==> src/rtl/cv32e40s_pkg.sv <==
// Shared types for the XIF result tracker: per-entry flags and EU result payload.
// Payload fields are sized for the widest supported configuration; narrower
// configurations zero-extend into them.
package cv32e40s_pkg;

  localparam int unsigned XIF_ID_MAX_W  = 16;
  localparam int unsigned XIF_RFW_MAX_W = 64;

  typedef struct packed {
    logic valid;
    logic committed;
    logic killed;
    logic done;
    logic writeback;
  } xif_entry_flags_t;

  typedef struct packed {
    logic [XIF_ID_MAX_W-1:0]  id;
    logic [XIF_RFW_MAX_W-1:0] data;
    logic [4:0]               rd;
    logic                     exc;
    logic [5:0]               exccode;
  } xif_eu_result_t;

endpackage

==> src/rtl/cv32e40s_xif_tracker_entry.sv <==
// One tracker slot: lifecycle flags, stored result payload, and CAM match
// against the commit and EU result channels.
module cv32e40s_xif_tracker_entry
  import cv32e40s_pkg::*;
#(
  parameter int unsigned NUM_EU = 2
) (
  input  logic                         clk,
  input  logic                         rst_n,
  input  logic                         alloc_i,
  input  logic [XIF_ID_MAX_W-1:0]      alloc_id_i,
  input  logic                         alloc_wb_i,
  input  logic                         free_i,
  input  logic                         commit_valid_i,
  input  logic [XIF_ID_MAX_W-1:0]      commit_id_i,
  input  logic                         commit_kill_i,
  input  logic [NUM_EU-1:0]            eu_valid_i,
  input  xif_eu_result_t [NUM_EU-1:0]  eu_res_i,
  output xif_entry_flags_t             flags_o,
  output xif_eu_result_t               payload_o,
  output logic                         commit_match_o,
  output logic [NUM_EU-1:0]            eu_match_o
);

  xif_entry_flags_t flags_q, flags_d;
  xif_eu_result_t   payload_q, payload_d;
  xif_eu_result_t   eu_sel;
  logic             eu_hit;

  always_comb begin
    commit_match_o = flags_q.valid && commit_valid_i && (commit_id_i == payload_q.id);
    eu_match_o     = '0;
    eu_hit         = 1'b0;
    eu_sel         = '0;
    // lowest-numbered matching channel wins if several carry this ID
    for (int k = int'(NUM_EU) - 1; k >= 0; k--) begin
      eu_match_o[k] = flags_q.valid && eu_valid_i[k] && (eu_res_i[k].id == payload_q.id);
      if (eu_match_o[k]) begin
        eu_hit = 1'b1;
        eu_sel = eu_res_i[k];
      end
    end

    flags_d   = flags_q;
    payload_d = payload_q;
    if (alloc_i) begin
      flags_d           = '0;
      flags_d.valid     = 1'b1;
      flags_d.writeback = alloc_wb_i;
      payload_d         = '0;
      payload_d.id      = alloc_id_i;
    end else if (free_i) begin
      flags_d = '0;
    end else begin
      if (commit_match_o) begin
        flags_d.committed = 1'b1;
        if (commit_kill_i) flags_d.killed = 1'b1;
      end
      // first result sticks so a presented payload never changes under the core
      if (eu_hit && !flags_q.done && !flags_q.killed) begin
        flags_d.done = 1'b1;
        payload_d    = eu_sel;
      end
    end
  end

  always_ff @(posedge clk or negedge rst_n) begin
    if (!rst_n) begin
      flags_q   <= '0;
      payload_q <= '0;
    end else begin
      flags_q   <= flags_d;
      payload_q <= payload_d;
    end
  end

  assign flags_o   = flags_q;
  assign payload_o = payload_q;

endmodule

==> src/rtl/cv32e40s_xif_result_tracker.sv <==
// Tracks outstanding offloaded instructions in a circular buffer, collects
// out-of-order EU results and commits, and retires results in issue order.
module cv32e40s_xif_result_tracker
  import cv32e40s_pkg::*;
#(
  parameter int unsigned X_ID_WIDTH  = 4,
  parameter int unsigned X_RFW_WIDTH = 32,
  parameter int unsigned DEPTH       = 4,
  parameter int unsigned NUM_EU      = 2
) (
  input  logic                          clk,
  input  logic                          rst_n,
  input  logic                          issue_valid_i,
  output logic                          issue_ready_o,
  input  logic [X_ID_WIDTH-1:0]         issue_id_i,
  input  logic                          issue_writeback_i,
  input  logic                          commit_valid_i,
  input  logic [X_ID_WIDTH-1:0]         commit_id_i,
  input  logic                          commit_kill_i,
  input  logic [NUM_EU-1:0]             eu_valid_i,
  input  logic [NUM_EU*X_ID_WIDTH-1:0]  eu_id_i,
  input  logic [NUM_EU*X_RFW_WIDTH-1:0] eu_data_i,
  input  logic [NUM_EU*5-1:0]           eu_rd_i,
  input  logic [NUM_EU-1:0]             eu_exc_i,
  input  logic [NUM_EU*6-1:0]           eu_exccode_i,
  output logic                          result_valid_o,
  input  logic                          result_ready_i,
  output logic [X_ID_WIDTH-1:0]         result_id_o,
  output logic [X_RFW_WIDTH-1:0]        result_data_o,
  output logic [4:0]                    result_rd_o,
  output logic [X_RFW_WIDTH/32-1:0]     result_we_o,
  output logic                          result_exc_o,
  output logic [5:0]                    result_exccode_o,
  output logic [$clog2(DEPTH):0]        count_o
);

  localparam int unsigned PTR_W = $clog2(DEPTH);
  localparam int unsigned CNT_W = PTR_W + 1;
  localparam int unsigned WE_W  = X_RFW_WIDTH / 32;

  logic [PTR_W-1:0] head_q, head_d, tail_q, tail_d;
  logic [CNT_W-1:0] count_q, count_d;
  logic [(2**X_ID_WIDTH)-1:0] orphan_q, orphan_d;

  xif_eu_result_t   [NUM_EU-1:0] eu_res;
  xif_entry_flags_t [DEPTH-1:0]  flags;
  xif_eu_result_t   [DEPTH-1:0]  payload;
  logic             [DEPTH-1:0]  commit_match;
  logic             [NUM_EU-1:0] eu_match [DEPTH];
  logic             [NUM_EU-1:0] eu_any;
  logic             [DEPTH-1:0]  alloc, free;

  xif_entry_flags_t head_flags;
  xif_eu_result_t   head_pl;
  logic             issue_fire, retire, res_valid, dup_id;

  for (genvar k = 0; k < NUM_EU; k++) begin : g_eu
    assign eu_res[k].id      = XIF_ID_MAX_W'(eu_id_i[k*X_ID_WIDTH +: X_ID_WIDTH]);
    assign eu_res[k].data    = XIF_RFW_MAX_W'(eu_data_i[k*X_RFW_WIDTH +: X_RFW_WIDTH]);
    assign eu_res[k].rd      = eu_rd_i[k*5 +: 5];
    assign eu_res[k].exc     = eu_exc_i[k];
    assign eu_res[k].exccode = eu_exccode_i[k*6 +: 6];
  end

  for (genvar i = 0; i < DEPTH; i++) begin : g_entry
    assign alloc[i] = issue_fire && (tail_q == PTR_W'(i));
    assign free[i]  = retire && (head_q == PTR_W'(i));

    cv32e40s_xif_tracker_entry #(.NUM_EU(NUM_EU)) u_entry (
      .clk            (clk),
      .rst_n          (rst_n),
      .alloc_i        (alloc[i]),
      .alloc_id_i     (XIF_ID_MAX_W'(issue_id_i)),
      .alloc_wb_i     (issue_writeback_i),
      .free_i         (free[i]),
      .commit_valid_i (commit_valid_i),
      .commit_id_i    (XIF_ID_MAX_W'(commit_id_i)),
      .commit_kill_i  (commit_kill_i),
      .eu_valid_i     (eu_valid_i),
      .eu_res_i       (eu_res),
      .flags_o        (flags[i]),
      .payload_o      (payload[i]),
      .commit_match_o (commit_match[i]),
      .eu_match_o     (eu_match[i])
    );
  end

  assign head_flags    = flags[head_q];
  assign head_pl       = payload[head_q];
  assign issue_ready_o = count_q < CNT_W'(DEPTH);
  assign issue_fire    = issue_valid_i && issue_ready_o;
  assign res_valid     = head_flags.valid && head_flags.committed && !head_flags.killed &&
                         head_flags.done;
  // killed heads drain on their own; live heads wait for the core
  assign retire        = head_flags.valid && head_flags.committed &&
                         (head_flags.killed || (head_flags.done && result_ready_i));

  always_comb begin
    head_d  = head_q;
    tail_d  = tail_q;
    count_d = count_q + CNT_W'(issue_fire) - CNT_W'(retire);
    if (issue_fire) tail_d = tail_q + PTR_W'(1);
    if (retire)     head_d = head_q + PTR_W'(1);
  end

  always_ff @(posedge clk or negedge rst_n) begin
    if (!rst_n) begin
      head_q   <= '0;
      tail_q   <= '0;
      count_q  <= '0;
      orphan_q <= '0;
    end else begin
      head_q   <= head_d;
      tail_q   <= tail_d;
      count_q  <= count_d;
      orphan_q <= orphan_d;
    end
  end

  assign count_o          = count_q;
  assign result_valid_o   = res_valid;
  assign result_id_o      = res_valid ? head_pl.id[X_ID_WIDTH-1:0] : '0;
  assign result_data_o    = res_valid ? head_pl.data[X_RFW_WIDTH-1:0] : '0;
  assign result_rd_o      = res_valid ? head_pl.rd : '0;
  assign result_exc_o     = res_valid ? head_pl.exc : 1'b0;
  assign result_exccode_o = res_valid ? head_pl.exccode : '0;
  assign result_we_o      = (res_valid && head_flags.writeback && !head_pl.exc) ? {WE_W{1'b1}} : '0;

  logic unused_payload;
  assign unused_payload = ^{head_pl.id, head_pl.data};

  // IDs killed before their result arrived; a late result for them is legal
  always_comb begin
    orphan_d = orphan_q;
    if (retire && head_flags.killed && !head_flags.done)
      orphan_d[head_pl.id[X_ID_WIDTH-1:0]] = 1'b1;
    for (int k = 0; k < int'(NUM_EU); k++)
      if (eu_valid_i[k]) orphan_d[eu_id_i[k*X_ID_WIDTH +: X_ID_WIDTH]] = 1'b0;
    if (issue_fire) orphan_d[issue_id_i] = 1'b0;
  end

  always_comb begin
    eu_any = '0;
    dup_id = 1'b0;
    for (int i = 0; i < int'(DEPTH); i++) begin
      eu_any = eu_any | eu_match[i];
      if (flags[i].valid && !free[i] && (payload[i].id == XIF_ID_MAX_W'(issue_id_i)))
        dup_id = 1'b1;
    end
  end

  always @(posedge clk) begin
    if (rst_n) begin
      if (commit_valid_i)
        assert (|commit_match) else $error("commit id %0d has no outstanding entry", commit_id_i);
      if (commit_valid_i && issue_fire)
        assert (commit_id_i != issue_id_i) else $error("commit id %0d in its issue cycle", commit_id_i);
      if (issue_fire)
        assert (!dup_id) else $error("issue id %0d already outstanding", issue_id_i);
      for (int k = 0; k < int'(NUM_EU); k++)
        if (eu_valid_i[k])
          assert (eu_any[k] || orphan_q[eu_id_i[k*X_ID_WIDTH +: X_ID_WIDTH]])
            else $error("eu %0d result id has no outstanding entry", k);
    end
  end

endmodule
==> config.mk <==
export PLATFORM = sky130hd
export DESIGN_NAME = cv32e40s_xif_result_tracker
export DESIGN_NICKNAME = d
export VERILOG_FILES = /design/src/rtl/cv32e40s_pkg.sv /design/src/rtl/cv32e40s_xif_tracker_entry.sv /design/src/rtl/cv32e40s_xif_result_tracker.sv
export SDC_FILE = /design/constraint.sdc
export NUM_CORES = 1
export LEC_CHECK = 0
export BUFFER_PORTS_ARGS = -buffer_cell sky130_fd_sc_hd__buf_2
export CAP_MARGIN = 10
export CORE_MARGIN = 2
export CORE_UTILIZATION = 30
export CTS_BUF_LIST = sky130_fd_sc_hd__clkbuf_2
export DETAILED_ROUTE_END_ITERATION = 7
export PLACE_DENSITY = 0.48
export SYNTH_ARGS = -nofsm -noshare
export SYNTH_HDL_FRONTEND = slang
export SYNTH_SLANG_ARGS = --single-unit
==> constraint.sdc <==
create_clock -name clk -period 2.9 [get_ports clk]
set_clock_uncertainty 0.15 [all_clocks]
set_input_delay 0 -clock clk [delete_from_list [all_inputs] [get_ports clk]]
set_output_delay 0 -clock clk [all_outputs]
set_load 0.01 [all_outputs]
After elaboration in Yosys (flattened, before gate mapping). Index checks and enable logic that the tools add are counted.

Bits of input ports: 113. Output and inout bits: 54. Word-level logic and storage cells: 219. Register bits: 395.

Muxes and demuxes: 59. Equality and inequality tests: 22. $lt $le $gt $ge: 2. Reductions and logical operators: 89. Add/subtract/negate cells: 4.

Operators with widths (count): $mux 92 (16); $mux 80 (5); $eq 4x16->1 (12); $bmux 92 s2 (1); $logic_and 1x1->1 (48); $reduce_bool 3->1 (12); $mux 32 (1); $mux 5 (6); $mux 1 (19); $reduce_and 2->1 (8); $reduce_bool 2->1 (8); $mux 3 (4); $bmux 5 s2 (1); $logic_not 1->1 (10); $eq 2x2->1 const B (4); $mux 2 (4); $ne 2x1->1 const B (4); $mux 6 (1); $add 2x1->2 const B (2); $eq 2x1->1 const B (2); $logic_not 2->1 (2); $mux 4 (1); $add 3x1->3 (1); $lt 2x3->1 const B (1); 3 further kinds (3).

Logic depth before layout (Yosys ltp).
Depth in word-level cells: 9. Depth in mapped cells: 10. Mapped depth without buffers: 8.

Modules after synthesis. From an unflattened synthesis, not the netlist that was laid out.

Cell total of the unflattened synthesis: 2131. Area, all modules: 22873.2 um^2.

By module, submodules not included: cv32e40s_xif_tracker_entry (cells each 489, seq. area each 2427.3 um^2, instances 4, area each 5196.2 um^2); cv32e40s_xif_result_tracker (cells each 175, seq. area each 175.2 um^2, instances 1, area each 2088.3 um^2).

Worst setup path after synthesis. Ideal clock, no wire load.

Path type: register to register. Start point: reg head_q[0]. End point: reg count_q[2] (netlist: count_o[2]). Period minus slack after synthesis: 2990 ps. Setup slack: -90 ps. Buffers on the path: 2. Data required time: 2627 ps. Library setup time: 123 ps. Cell stages (with the launch flop): 11. Arrival: 2717 ps. Path through: dfrtp_1 > buf_6 > mux4_2 > a221o_1 > and2_1 > clkbuf_1 > ha_1 > inv_1 > ha_1 > fa_1 > xnor2_1.

Word-level cells in the longest chain between the ends: 6. Elaborated cells on any way between the ends: 7. Classes of those cells: 1 x add/sub; 2 x mux; 4 x reduce/logical.

RTL lines: from (decl) (RTL line cv32e40s_xif_result_tracker.sv:41) `logic [PTR_W-1:0] head_q, head_d, tail_q, tail_d;`; from (signal assigned) (RTL line cv32e40s_xif_result_tracker.sv:108) `head_q <= '0;`; from (signal assigned) (RTL line cv32e40s_xif_result_tracker.sv:113) `head_q <= head_d;`; $bmux 5 s2 * (RTL line cv32e40s_xif_result_tracker.sv:88) `assign head_flags = flags[head_q];`; $mux 5 (not written as such) * (RTL line cv32e40s_xif_result_tracker.sv:88); $logic_and 1x1->1 (RTL line cv32e40s_xif_result_tracker.sv:96) `(head_flags.killed || (head_flags.done && result_ready_i));`; $logic_or 1x1->1 (RTL line cv32e40s_xif_result_tracker.sv:96); $logic_and 1x1->1 * (RTL line cv32e40s_xif_result_tracker.sv:95) `assign retire = head_flags.valid && head_flags.committed &&`; named net retire (RTL line cv32e40s_xif_result_tracker.sv:55) `logic issue_fire, retire, res_valid, dup_id;`; $sub 3x1->3 * (RTL line cv32e40s_xif_result_tracker.sv:101) `count_d = count_q + CNT_W'(issue_fire) - CNT_W'(retire);`; named net count_d[2] (RTL line cv32e40s_xif_result_tracker.sv:42) `logic [CNT_W-1:0] count_q, count_d;`; to (signal assigned) (RTL line cv32e40s_xif_result_tracker.sv:115) `count_q <= count_d;`; to (decl) (RTL line cv32e40s_xif_result_tracker.sv:42).

Mark *: on every way through the listed nets, which the timed path passes. The rest lies on a longest branch. The select of a mux whose other input is x is not followed. A chain may end at the register's enable or synchronous reset.

Worst setup path in the final report.
Start point: reg head_q[0]. End point: out result_exccode_o[2].

Word-level cells in the longest chain between the ends: 6. Elaborated cells on any way between the ends: 9. Classes of those cells: 5 x mux; 4 x reduce/logical.

RTL lines: $bmux 5 s2 (RTL line cv32e40s_xif_result_tracker.sv:88); $mux 5 (not written as such) (RTL line cv32e40s_xif_result_tracker.sv:88); $logic_and 1x1->1 or $logic_not 1->1 (tied branches) (RTL line cv32e40s_xif_result_tracker.sv:92) `assign res_valid = head_flags.valid && head_flags.committed && !head_flags.killed &&`; $logic_and 1x1->1 (2 in a row) (RTL line cv32e40s_xif_result_tracker.sv:92); $mux 6 * (RTL line cv32e40s_xif_result_tracker.sv:126) `assign result_exccode_o = res_valid ? head_pl.exccode : '0;`; to (decl) (RTL line cv32e40s_xif_result_tracker.sv:33) `output logic [5:0] result_exccode_o,`.

Every way passes the cells marked *; elsewhere a longest branch is shown, timed or not. The select of a mux whose other input is x is not followed.

==> impl_metrics.tcl <==
set metrics [dict create \
    period_share_pct 108 \
    relSlewSlack_pct 43.3 \
    status "finished, violations left" \
    cts_tree "built" \
    viasPerCell 5.57 \
    gr-usage-all-layers_pct 24.5 \
    crit_arrival_ns 2.99 \
    start_util_pct 30.2 \
    die_x_um 217 \
    drt-initial-drc-count 1067 \
    crit_type "register to output port" \
    netlist_instances 1317 \
    critPathSlowestCell "mux4_2" \
    grt_first_pass_wirelength_mm 87.3 \
    grt-ovfl-total 0 \
    cap_violations 0 \
    crit_required_ns 2.75 \
    setup_viol 50 \
    nets 1879 \
    cts_sinks 219 \
    ys_types 50 \
    p_leak_nw 9.09 \
    max_stage_delay_ns 0.52 \
    violations "negative setup slack" \
    fin_util_pct 41.9 \
    clk_pin_slew_ns 0.09 \
    synth_ff_type "dfrtp_1" \
    antenna_found_initial 3 \
    ios 167 \
    avgRoutedWirePerCell_um 24.3 \
    crit_fanout 6 \
    path_cells "mux4_2 -> inv_2 -> nand2_1 -> or3_4 -> buf_12 -> clkbuf_16 -> nor2b_1 -> buf_2" \
    grt_max_degree 73 \
    clockRootBuffer "clkbuf_2" \
    clock_latency_ns 0.94 \
    endpoint_kind "output port" \
    ys_ff_latch 219 \
    synth_top_area_share_pct 40.1 \
    met1_usage_pct 32.4 \
    num_vias 13312 \
    numPortBuffers 166 \
    dp_hpwl_mm 33.1 \
    htree_levels 3 \
    ant_nets 0 \
    placed_area_mm2 0.0155 \
    peakVddDrop_uv 172 \
    worstMarginPinSlew_ns 0.851 \
    cts_made_buffers 68 \
    syn2layout_area_growth_pct 38.6 \
    postSynth.asyncResetShare_pct 100 \
    rows 78 \
    layout-drive-gt1-share_pct 28.6 \
    nFillCells 4487 \
    yosys.area.top_type "dfrtp_1" \
    drc_errors 0 \
    rsz0062_at_grt "yes" \
    min_path_type "primary input to register" \
    yosysMostFrequentCell "dfrtp_1" \
    dr.pass1.iters 8 \
    die_h_um 217 \
    synth_area_per_cell_um2 10.4 \
    met2_usage_pct 39.1 \
    max_freq_ghz 0.319 \
    grt_most_used_layer "met2" \
    clockBufferDepth 3 \
    ys_top_cells_by_count "dfrtp_1, nand3_1, mux2i_1, o31ai_1, clkbuf_1" \
    die_area_mm2 0.0472 \
    ys_seq_area_share_pct 40.1 \
    cp-start-kind "register" \
    grtUsageMet3_pct 5.21 \
    slew_viol_final 0 \
    synth_edf_count 0 \
    yosys_warnings 0 \
    hold_violations 0 \
    setup_ws_ns -0.236 \
    power_density_mw_per_mm2 322 \
    coreArea_mm2 0.0452 \
    pre_cts_ws_ns 0.173 \
    grt_pass1_vias 14086 \
    holdWs_ns 0.0640 \
    synthTopCellsByArea "dfrtp_1, mux2i_1, mux4_2" \
    syn_nets 1441 \
    routed_wl_mm 58.1 \
    stdcell_area_mm2 0.0189 \
    synth.cell_area_mm2 0.0137 \
    finalWeightedCongestion 0.817 \
    post-route-min-period_ns 3.14 \
]
-- where the power goes --
part           switching, W  total (W)  internal, W
Clock               0.00146    0.00239     0.000935
Combinational      0.000299   0.000645     0.000346
Sequential       0.00000153    0.00305      0.00305
Total               0.00176    0.00609      0.00433
-- worst max-delay path, delay by kind of cell, from the launching register on --
family,cells,cell delay (ns)
multiplexers,1,0.52
flip-flops,1,0.46
AND/OR/NAND/NOR,3,0.51
buffers and inverters,4,0.55
-- stage by stage --
step	setup TNS [ns]	cells	power [W]
after floorplan	0	1317	0.00323
after global placement	0	2019	0.00348
after detailed placement	0	2019	0.00349
after CTS	-14.46	2385	0.00616
after global routing	-13.50	2391	0.00636
final	-8.48	2391	0.00609
-- final timing paths --
path,from,to,slack (ns),depth (start not counted)
max reg2reg,g_entry[0].u_entry.payload_o[79],g_entry[0].u_entry.payload_o[79],0.06,6
max in group asynchronous,rst_n,g_entry[0].u_entry.payload_o[34],1.24,6
min reg2reg,g_entry[2].u_entry.payload_o[28],g_entry[2].u_entry.payload_o[28],0.33,1
min,commit_id_i[1],g_entry[2].u_entry.flags_o[3],0.06,6
max,head_q[0],result_exccode_o[2],-0.24,8
min in group asynchronous,rst_n,g_entry[2].u_entry.payload_o[78],0.53,5
-- area by class of cell --
| cell class | instances | area, um^2 | share of cell area, % |
|---|---|---|---|
| Multi-Input combinational cell | 935 | 7700 | 40.7 |
| Sequential cell | 219 | 5490 | 29.0 |
| Timing Repair Buffer | 502 | 4350 | 23.0 |
| Tap cell | 600 | 751 | 3.97 |
| Clock buffer | 94 | 470 | 2.48 |
| Inverter | 29 | 109 | 0.575 |
| Clock inverter | 9 | 60.1 | 0.317 |
| Antenna cell | 3 | 7.51 | 0.0397 |
-- flip-flops by register name, summed over array words and instances (netlist names) --
name                       flops
g_entry.u_entry.flags_o       20
g_entry.u_entry.payload_o    192
tail_q                         2
head_q                         2
count_o                        3
-- timing repair --
item                                    CTS  global route
gates resized for setup                  20            35
cloned                                    2             2
hold buffers                            258             0
pin swaps                                 0             2
endpoints found under the hold margin   438             0
endpoints found under the setup margin   50           173
buffers inserted                          3             2
-- cells in the final DEF (no fill, tap or decap), types with 5 or more instances in the layout --
master	netlist	layout
mux4_2	51	51
xnor2_1	23	22
o21ai_1	11	8
nand2_1	54	51
mux2_2	5	5
and3_1	6	6
and2_1	11	10
o21a_1	8	8
nor2b_2	0	10
o31ai_2	47	48
mux2i_1	130	130
nor2_1	34	32
ha_1	10	10
nor3_1	11	10
inv_2	0	7
dfrtp_2	0	7
a31oi_1	9	9
buf_6	12	7
dlygate4sd3_1	0	255
buf_2	15	159
o21ai_0	11	10
nor2b_1	60	41
o31ai_1	96	95
a21o_1	34	34
clkbuf_2	0	94
buf_12	0	17
o22ai_1	5	5
a211oi_1	34	34
nor2b_4	0	9
a21oi_1	19	19
a221oi_1	8	8
xor2_1	11	11
buf_4	0	57
nand3_1	202	201
inv_1	29	26
o2111ai_1	5	5
dfrtp_1	219	211
-- kinds of logic (layout without fill, tap and decap cells) --
family,Yosys count,count (layout),share of synthesized area [%]
buffers and inverters,164,634,5.30
and+or+nand+nor,397,398,14.9
AOI/OAI and AO/OA,306,306,18.1
other,0,3,0
DFF,219,219,40.1
xor gates and xnor gates,34,34,2.18
adders and majority gates,11,11,1.06
muxes,186,186,18.4
-- metal layers --
layer  vias up  wire [um]
met3       102       3830
met4         0       1470
li1       5839          -
met1      6837      25600
met5         -          0
met2       534      27100
Note: power is estimated with default switching activity, not from simulation.
